$ cat config.mk
export PLATFORM = sky130hd
export DESIGN_NAME = vstu_w_buffer
export DESIGN_NICKNAME = d
export VERILOG_FILES = /design/src/rtl/vstu_w_buffer.sv
export SDC_FILE = /design/constraint.sdc
export NUM_CORES = 1
export LEC_CHECK = 0
export ABC_AREA = 1
export CORE_AREA = 2 2 163 165
export CTS_CLUSTER_SIZE = 20
export DETAILED_ROUTE_END_ITERATION = 10
export DIE_AREA = 0 0 165 167
export PLACE_DENSITY = 0.84
export RECOVER_POWER = 50
export SYNTH_ARGS = -nofsm -noshare
export SYNTH_HDL_FRONTEND = slang
export SYNTH_SLANG_ARGS = --single-unit
$ cat constraint.sdc
create_clock -name clk_i -period 4.1 [get_ports clk_i]
set_input_delay 0.41 -clock clk_i [delete_from_list [all_inputs] [get_ports clk_i]]
set_output_delay 0.41 -clock clk_i [all_outputs]
set_load 0.05 [all_outputs]
$ cat src/rtl/vstu_w_buffer.sv
// W-channel decoupling buffer between the vector store unit and the AXI master port.
// Buffers W beats, caps bursts awaiting B, forwards B and flags error responses.
module vstu_w_buffer #(
    parameter  int unsigned AxiDataWidth   = 64,
    parameter  int unsigned Depth          = 4,
    parameter  int unsigned MaxOutstanding = 8,
    localparam int unsigned StrbWidth      = AxiDataWidth / 8,
    localparam int unsigned OutW           = $clog2(MaxOutstanding + 1)
) (
    input  logic                    clk_i,
    input  logic                    rst_ni,
    input  logic [AxiDataWidth-1:0] w_data_i,
    input  logic [StrbWidth-1:0]    w_strb_i,
    input  logic                    w_last_i,
    input  logic                    w_valid_i,
    output logic                    w_ready_o,
    output logic [AxiDataWidth-1:0] axi_w_data_o,
    output logic [StrbWidth-1:0]    axi_w_strb_o,
    output logic                    axi_w_last_o,
    output logic                    axi_w_valid_o,
    input  logic                    axi_w_ready_i,
    input  logic [1:0]              axi_b_resp_i,
    input  logic                    axi_b_valid_i,
    output logic                    axi_b_ready_o,
    output logic                    b_valid_o,
    input  logic                    b_ready_i,
    output logic [OutW-1:0]         outstanding_o,
    output logic                    err_o,
    output logic                    idle_o
);
    localparam int unsigned PtrW = $clog2(Depth);
    localparam logic [PtrW:0]   FullCnt = (PtrW + 1)'(Depth);
    localparam logic [PtrW:0]   CntOne  = (PtrW + 1)'(1);
    localparam logic [PtrW-1:0] PtrOne  = PtrW'(1);
    localparam logic [OutW-1:0] OutMax  = OutW'(MaxOutstanding);
    localparam logic [OutW-1:0] OutOne  = OutW'(1);

    logic [AxiDataWidth-1:0] mem_data_q [Depth];
    logic [StrbWidth-1:0]    mem_strb_q [Depth];
    logic                    mem_last_q [Depth];

    logic [PtrW-1:0] wr_ptr_q, wr_ptr_d;
    logic [PtrW-1:0] rd_ptr_q, rd_ptr_d;
    logic [PtrW:0]   count_q, count_d;
    logic [OutW-1:0] out_q, out_d;
    logic            err_q, err_d;

    logic empty, full, push, pop, b_hs, out_inc;

    assign empty = (count_q == '0);
    assign full  = (count_q == FullCnt);

    assign w_ready_o = !full && (out_q < OutMax);
    assign push      = w_valid_i && w_ready_o;

    assign axi_w_valid_o = !empty;
    assign axi_w_data_o  = empty ? '0 : mem_data_q[rd_ptr_q];
    assign axi_w_strb_o  = empty ? '0 : mem_strb_q[rd_ptr_q];
    assign axi_w_last_o  = empty ? 1'b0 : mem_last_q[rd_ptr_q];
    assign pop           = axi_w_valid_o && axi_w_ready_i;

    assign b_valid_o     = axi_b_valid_i;
    assign axi_b_ready_o = b_ready_i;
    assign b_hs          = axi_b_valid_i && b_ready_i;
    assign out_inc       = push && w_last_i;

    assign outstanding_o = out_q;
    assign err_o         = err_q;
    assign idle_o        = empty && (out_q == '0);

    always_comb begin
        wr_ptr_d = push ? wr_ptr_q + PtrOne : wr_ptr_q;
        rd_ptr_d = pop ? rd_ptr_q + PtrOne : rd_ptr_q;
        count_d  = count_q;
        if (push && !pop) begin
            count_d = count_q + CntOne;
        end else if (pop && !push) begin
            count_d = count_q - CntOne;
        end
        // A stray B with nothing outstanding is forwarded but must not underflow.
        out_d = out_q;
        if (out_inc && !b_hs) begin
            out_d = out_q + OutOne;
        end else if (b_hs && !out_inc && (out_q != '0)) begin
            out_d = out_q - OutOne;
        end
        err_d = err_q || (b_hs && (axi_b_resp_i != 2'b00));
    end

    always_ff @(posedge clk_i or negedge rst_ni) begin
        if (!rst_ni) begin
            wr_ptr_q <= '0;
            rd_ptr_q <= '0;
            count_q  <= '0;
            out_q    <= '0;
            err_q    <= 1'b0;
        end else begin
            wr_ptr_q <= wr_ptr_d;
            rd_ptr_q <= rd_ptr_d;
            count_q  <= count_d;
            out_q    <= out_d;
            err_q    <= err_d;
        end
    end

    // Storage needs no reset: outputs are masked while the FIFO is empty.
    always_ff @(posedge clk_i) begin
        if (push) begin
            mem_data_q[wr_ptr_q] <= w_data_i;
            mem_strb_q[wr_ptr_q] <= w_strb_i;
            mem_last_q[wr_ptr_q] <= w_last_i;
        end
    end
endmodule

After elaboration in Yosys (flattened, before gate mapping)
Memory sizes are Yosys's and may differ from the RTL's.
Cells that the tools add are included.

cells by class
  add/subtract/negate cells = 6
  multipliers = 0
  div/mod/pow operators = 0
  order comparisons = 1
  equality and inequality tests = 1
  shift operators = 0
  muxes and demuxes = 9
  bitwise operators = 0
  reduce and logical (&&, ||, !) cells = 25

operators with widths
  cell                 count
  $mux 64              1
  $logic_and 1x1->1    12
  $mux 4               2
  $mux 8               1
  $logic_not 1->1      6
  $mux 3               2
  $reduce_bool 2->1    3
  $add 2x1->2 const B  2
  $add 4x1->4 const B  1
  $logic_not 4->1      1
  $lt 4x4->1 const B   1
  $reduce_bool 4->1    1
  $sub 4x1->4 const B  1
  $add 3x1->3 const B  1
  $eq 3x3->1 const B   1
  $logic_not 3->1      1
  $mux 1               3
  $sub 3x1->3 const B  1
  $logic_or 1x1->1     1

word-level totals
  bits in registers = 12
  bits in latches = 0
  memory bits (writable) = 292
  bits in read-only memories = 0
  input port bits = 81
  output and inout port bits = 83
  logic and storage cells = 50
  memories = 3

memory list
  name        words  width  rd ports  clocked after Yosys merged registers in  write ports  line  text
  mem_data_q  4      64     1         0                                        1            38    logic [AxiDataWidth-1:0] mem_data_q [Depth];
  mem_strb_q  4      8      1         0                                        1            39    logic [StrbWidth-1:0] mem_strb_q [Depth];
  mem_last_q  4      1      1         0                                        1            40    logic mem_last_q [Depth];

Longest topological paths before layout
Gate-level depths: netlist of run 1.

  depth in word-level cells = 10
  mapped depth = 13

Least setup slack after synthesis of run 1
No wires, ideal clock.

  path kind = reg2reg
  start = register out_q[3], in the netlist outstanding_o[3]
  end = memory mem_data_q[0][0] (enable)
  arrival time = 3955 ps
  required time = 3595 ps
  slack = -360 ps
  cell stages (with the launch flop) = 4
  clock period less this slack = 4460 ps
  cell sequence = dfrtp_1 > inv_1 > nand3_4 > nor2_1

on the way
  longest elaborated chain between the ends = 5

RTL lines
  element                       line  text
  start, declared               45    logic [OutW-1:0] out_q, out_d;
  start signal, assigned        101   out_q <= out_d;
  $lt 4x4->1                    53    assign w_ready_o = !full && (out_q < OutMax);
  $logic_and 1x1->1             53
  $logic_and 1x1->1             54    assign push = w_valid_i && w_ready_o;
  $mux 1                        108   if (push) begin
  $mux 1 (implied by the code)  109   mem_data_q[wr_ptr_q] <= w_data_i;
  end, declared                 38

Every way passes these cells.

Worst setup path after layout of run 1
  start = register rd_ptr_q[0]
  end = output port axi_w_data_o[20]

on the way
  longest elaborated chain between the ends = 2

RTL lines
  element                 line  text
  start, declared         43    logic [PtrW-1:0] rd_ptr_q, rd_ptr_d;
  start signal, assigned  99    rd_ptr_q <= rd_ptr_d;
  $mem_v2 4x64            -
  $mux 64                 57    assign axi_w_data_o = empty ? '0 : mem_data_q[rd_ptr_q];
  end, declared           17    output logic [AxiDataWidth-1:0] axi_w_data_o,

Every way passes these cells.

==> flow_summary.yaml, run 1 <==
final_layout:
  final_layout_size_suffix_gt1_share_pct: 6.13
  utilization_pct: 58.0
  nNetsFinal: 1193
  fill_cells: 1941
  area_delta_synth_final_pct: 24.2
clock_network:
  cts-htree-levels: 1
  clk_latency_ns: 0.54
  clkTransAtPathRegs_ns: 0.06
  cts_tree: "built"
  cts_resized: 0
  ctsRootBufferMaster: "clkbuf_16"
  cts_buffer_depth: 3
  cts.sinks: 304
  cts_setup_buffers: 0
  ctsHoldBuffers: 0
  numCtsBuffers: 29
hold_path:
  hold_path.class: "in -> async"
die:
  die_area_sq_um: 27600
  die_w_um: 165
  fp.coreArea_sq_um: 25800
  die_h_um: 167
  io-pin-count: 164
  row_count: 59
  initial_core_util_pct: 46.7
timing:
  layout_min_cycle_time_ns: 3.52
  setup_viol: 0
  hold_viol_final: 0
  fmax_mhz: 284
  maxSlewHeadroom_pct: -39.6
  worst_pin_slew_ns: 2.09
  rsz0062_at_grt: "no"
  clock_skew_ns: 0.0104
  slew_viol_final: 67
  fin_crit_sh_pct: 85.9
flow_run:
  drv_cap: 2
worst_setup_path:
  worstPathRequired_ns: 3.69
  crit_type: "reg -> out"
  cp.arrival_ns: 3.11
  critical_path_peak_fanout: 83
  start_kind: "flip-flop"
  worst_setup_path_end_kind: "output port"
synthesis:
  synth.avg_cell_area_sq_um: 12.7
  ys_top_cells_by_area: "edfxtp_1 (73%), nor2_1 (9.5%), o21ai_0 (5.9%), a21oi_1 (3.2%), dfrtp_1 (2.5%)"
  yosysWarnings: 0
  synth-edff-count: 292
  synth_largest_area_cell: "edfxtp_1"
  synth_ff_type: "edfxtp_1"
  yosys_register_bits: 304
  yosys-top-cells-count: "nor2_1 (305), edfxtp_1 (292), o21ai_0 (141)"
  synthDistinctLibCells: 25
  synth_area_sq_um: 12000
  synthCells: 950
  synth.top_cell.area_share_pct: 72.9
  async_flop_share_pct: 3.95
  synth_nets: 1040
  synth-seq-area-share_pct: 75.4
  yosysMostFrequentCell: "nor2_1"
routing:
  dr.pass1.iters: 5
  ant_nets: 0
  drcViolationCount: 0
  vias: 7716
  wl_per_cell_um: 17.6
  first_iter_violations: 595
  viasPerCell: 5.27
  drt_wl_total_mm: 25.8
status:
  status: "complete, but fails checks"
  violations: "max-capacitance violations, max-slew violations"
placement:
  dp_hpwl_mm: 14.6
  globalplace.congestion: 0.751
  port_buffers: 163
grt:
  antenna_found_initial: 7
  grt_max_degree: 84
  grt_pass1_wl_mm: 40.0
  grt_pass1_vias: 7658
  grt-ovfl-total: 0
  grt_util_all_layers_pct: 18.5
-- final timing paths --
check / from / end / slack [ns] / cells past startpoint
min in group clk_i: axi_b_resp_i[0] / err_o / 0.44 / 3
hold / removal: rst_ni / outstanding_o[2] / 0.30 / 1
max in group asynchronous: rst_ni / rd_ptr_q[0] / 3.37 / 1
hold reg to reg: err_o / err_o / 0.48 / 1
setup / recovery: rd_ptr_q[0] / axi_w_data_o[20] / 0.58 / 6
setup reg to reg: count_q[0] / mem_data_q[3][26] / 1.02 / 5
-- critical path, cell delays in order, from the launching register on --
cell,delay (ns)
dfrtp_4,0.43
buf_4,0.66
nor2_1,0.12
nor2_1,0.11
o21ai_0,0.09
a21oi_1,0.23
clkdlybuf4s50_1,0.84
-- cells by family after synthesis --
logic type | synth area share, %
flip-flops | 75.4
adder cells (fa/ha/maj) | 1.06
AO/OA/AOI/OAI | 9.39
XOR/XNOR | 0.364
multiplexers | 0.0937
AND/OR/NAND/NOR | 10.8
buffers and inverters | 2.90
-- placed cells by master, fill, tap and decap left out, types with 2 or more instances in the layout --
cell / instances
clkbuf_1: 5
clkinv_2: 5
buf_4: 11
nand2_1: 21
o21ai_0: 141
dlygate4sd3_1: 75
xnor2_1: 2
dfrtp_1: 10
dfrtp_4: 2
bufinv_16: 5
edfxtp_1: 292
ha_1: 7
inv_1: 11
nor2_1: 302
clkinv_1: 5
a21oi_1: 77
fa_1: 2
nor2_4: 3
nand3_1: 7
diode_2: 5
clkdlybuf4s50_1: 88
xor2_1: 3
o21ai_1: 6
buf_12: 3
clkinvlp_4: 4
clkbuf_16: 29
-- stage by stage --
stage	hold WS [ns]	TNS [ns]	setup slack [ns]	instances	instance area (sq um)
floorplan	0.114	-105.09	-0.360	950	12000
global placement	0.464	0	1.24	1407	14000
detailed placement	0.465	0	1.14	1407	14000
CTS	0.231	0	0.554	1460	15000
global route	0.328	0	0.398	1463	14900
finish	0.297	0	0.579	1465	14900
-- area by class of cell --
| cell class | instances | area (sq um) | area share [%] |
|---|---|---|---|
| Antenna cell | 5 | 12.5 | 0.0838 |
| Clock buffer | 32 | 737 | 4.93 |
| Clock inverter | 21 | 241 | 1.62 |
| Inverter | 13 | 51.3 | 0.343 |
| Multi-Input combinational cell | 576 | 2620 | 17.5 |
| Sequential cell | 304 | 9080 | 60.8 |
| Tap cell | 335 | 419 | 2.81 |
| Timing Repair Buffer | 179 | 1780 | 11.9 |
-- flip-flops by register name (all words and copies together), names as in the netlist --
register / cells
mem_last_q: 4
rd_ptr_q: 2
outstanding_o: 4
count_q: 3
wr_ptr_q: 2
err_o: 1
mem_strb_q: 32
mem_data_q: 256
-- routing by layer --
layer  track usage (%)  wire length (um)  vias up
met2              31.9             13000      251
met5                 0                27        -
met1              23.7             10700     3744
met4              5.94               617        4
li1                  -                 -     3666
met3              3.44              1450       51
Power of run 1 is not shown: default switching activity piles up to over one toggle a cycle in this logic, so the estimate is an artifact.
==> run 2, diff against run 1 <==
--- a/config.mk
+++ b/config.mk
@@ -6,6 +6,7 @@
 export NUM_CORES = 1
 export LEC_CHECK = 0
 export ABC_AREA = 1
+export ABC_CLOCK_PERIOD_IN_PS = 4100
 export CORE_AREA = 2 2 163 165
 export CTS_CLUSTER_SIZE = 20
 export DETAILED_ROUTE_END_ITERATION = 10
==> results of run 2 <==
No change in the layout: final DEF, timing and power equal those of run 1.
Power of run 2 is left out for the same reason.
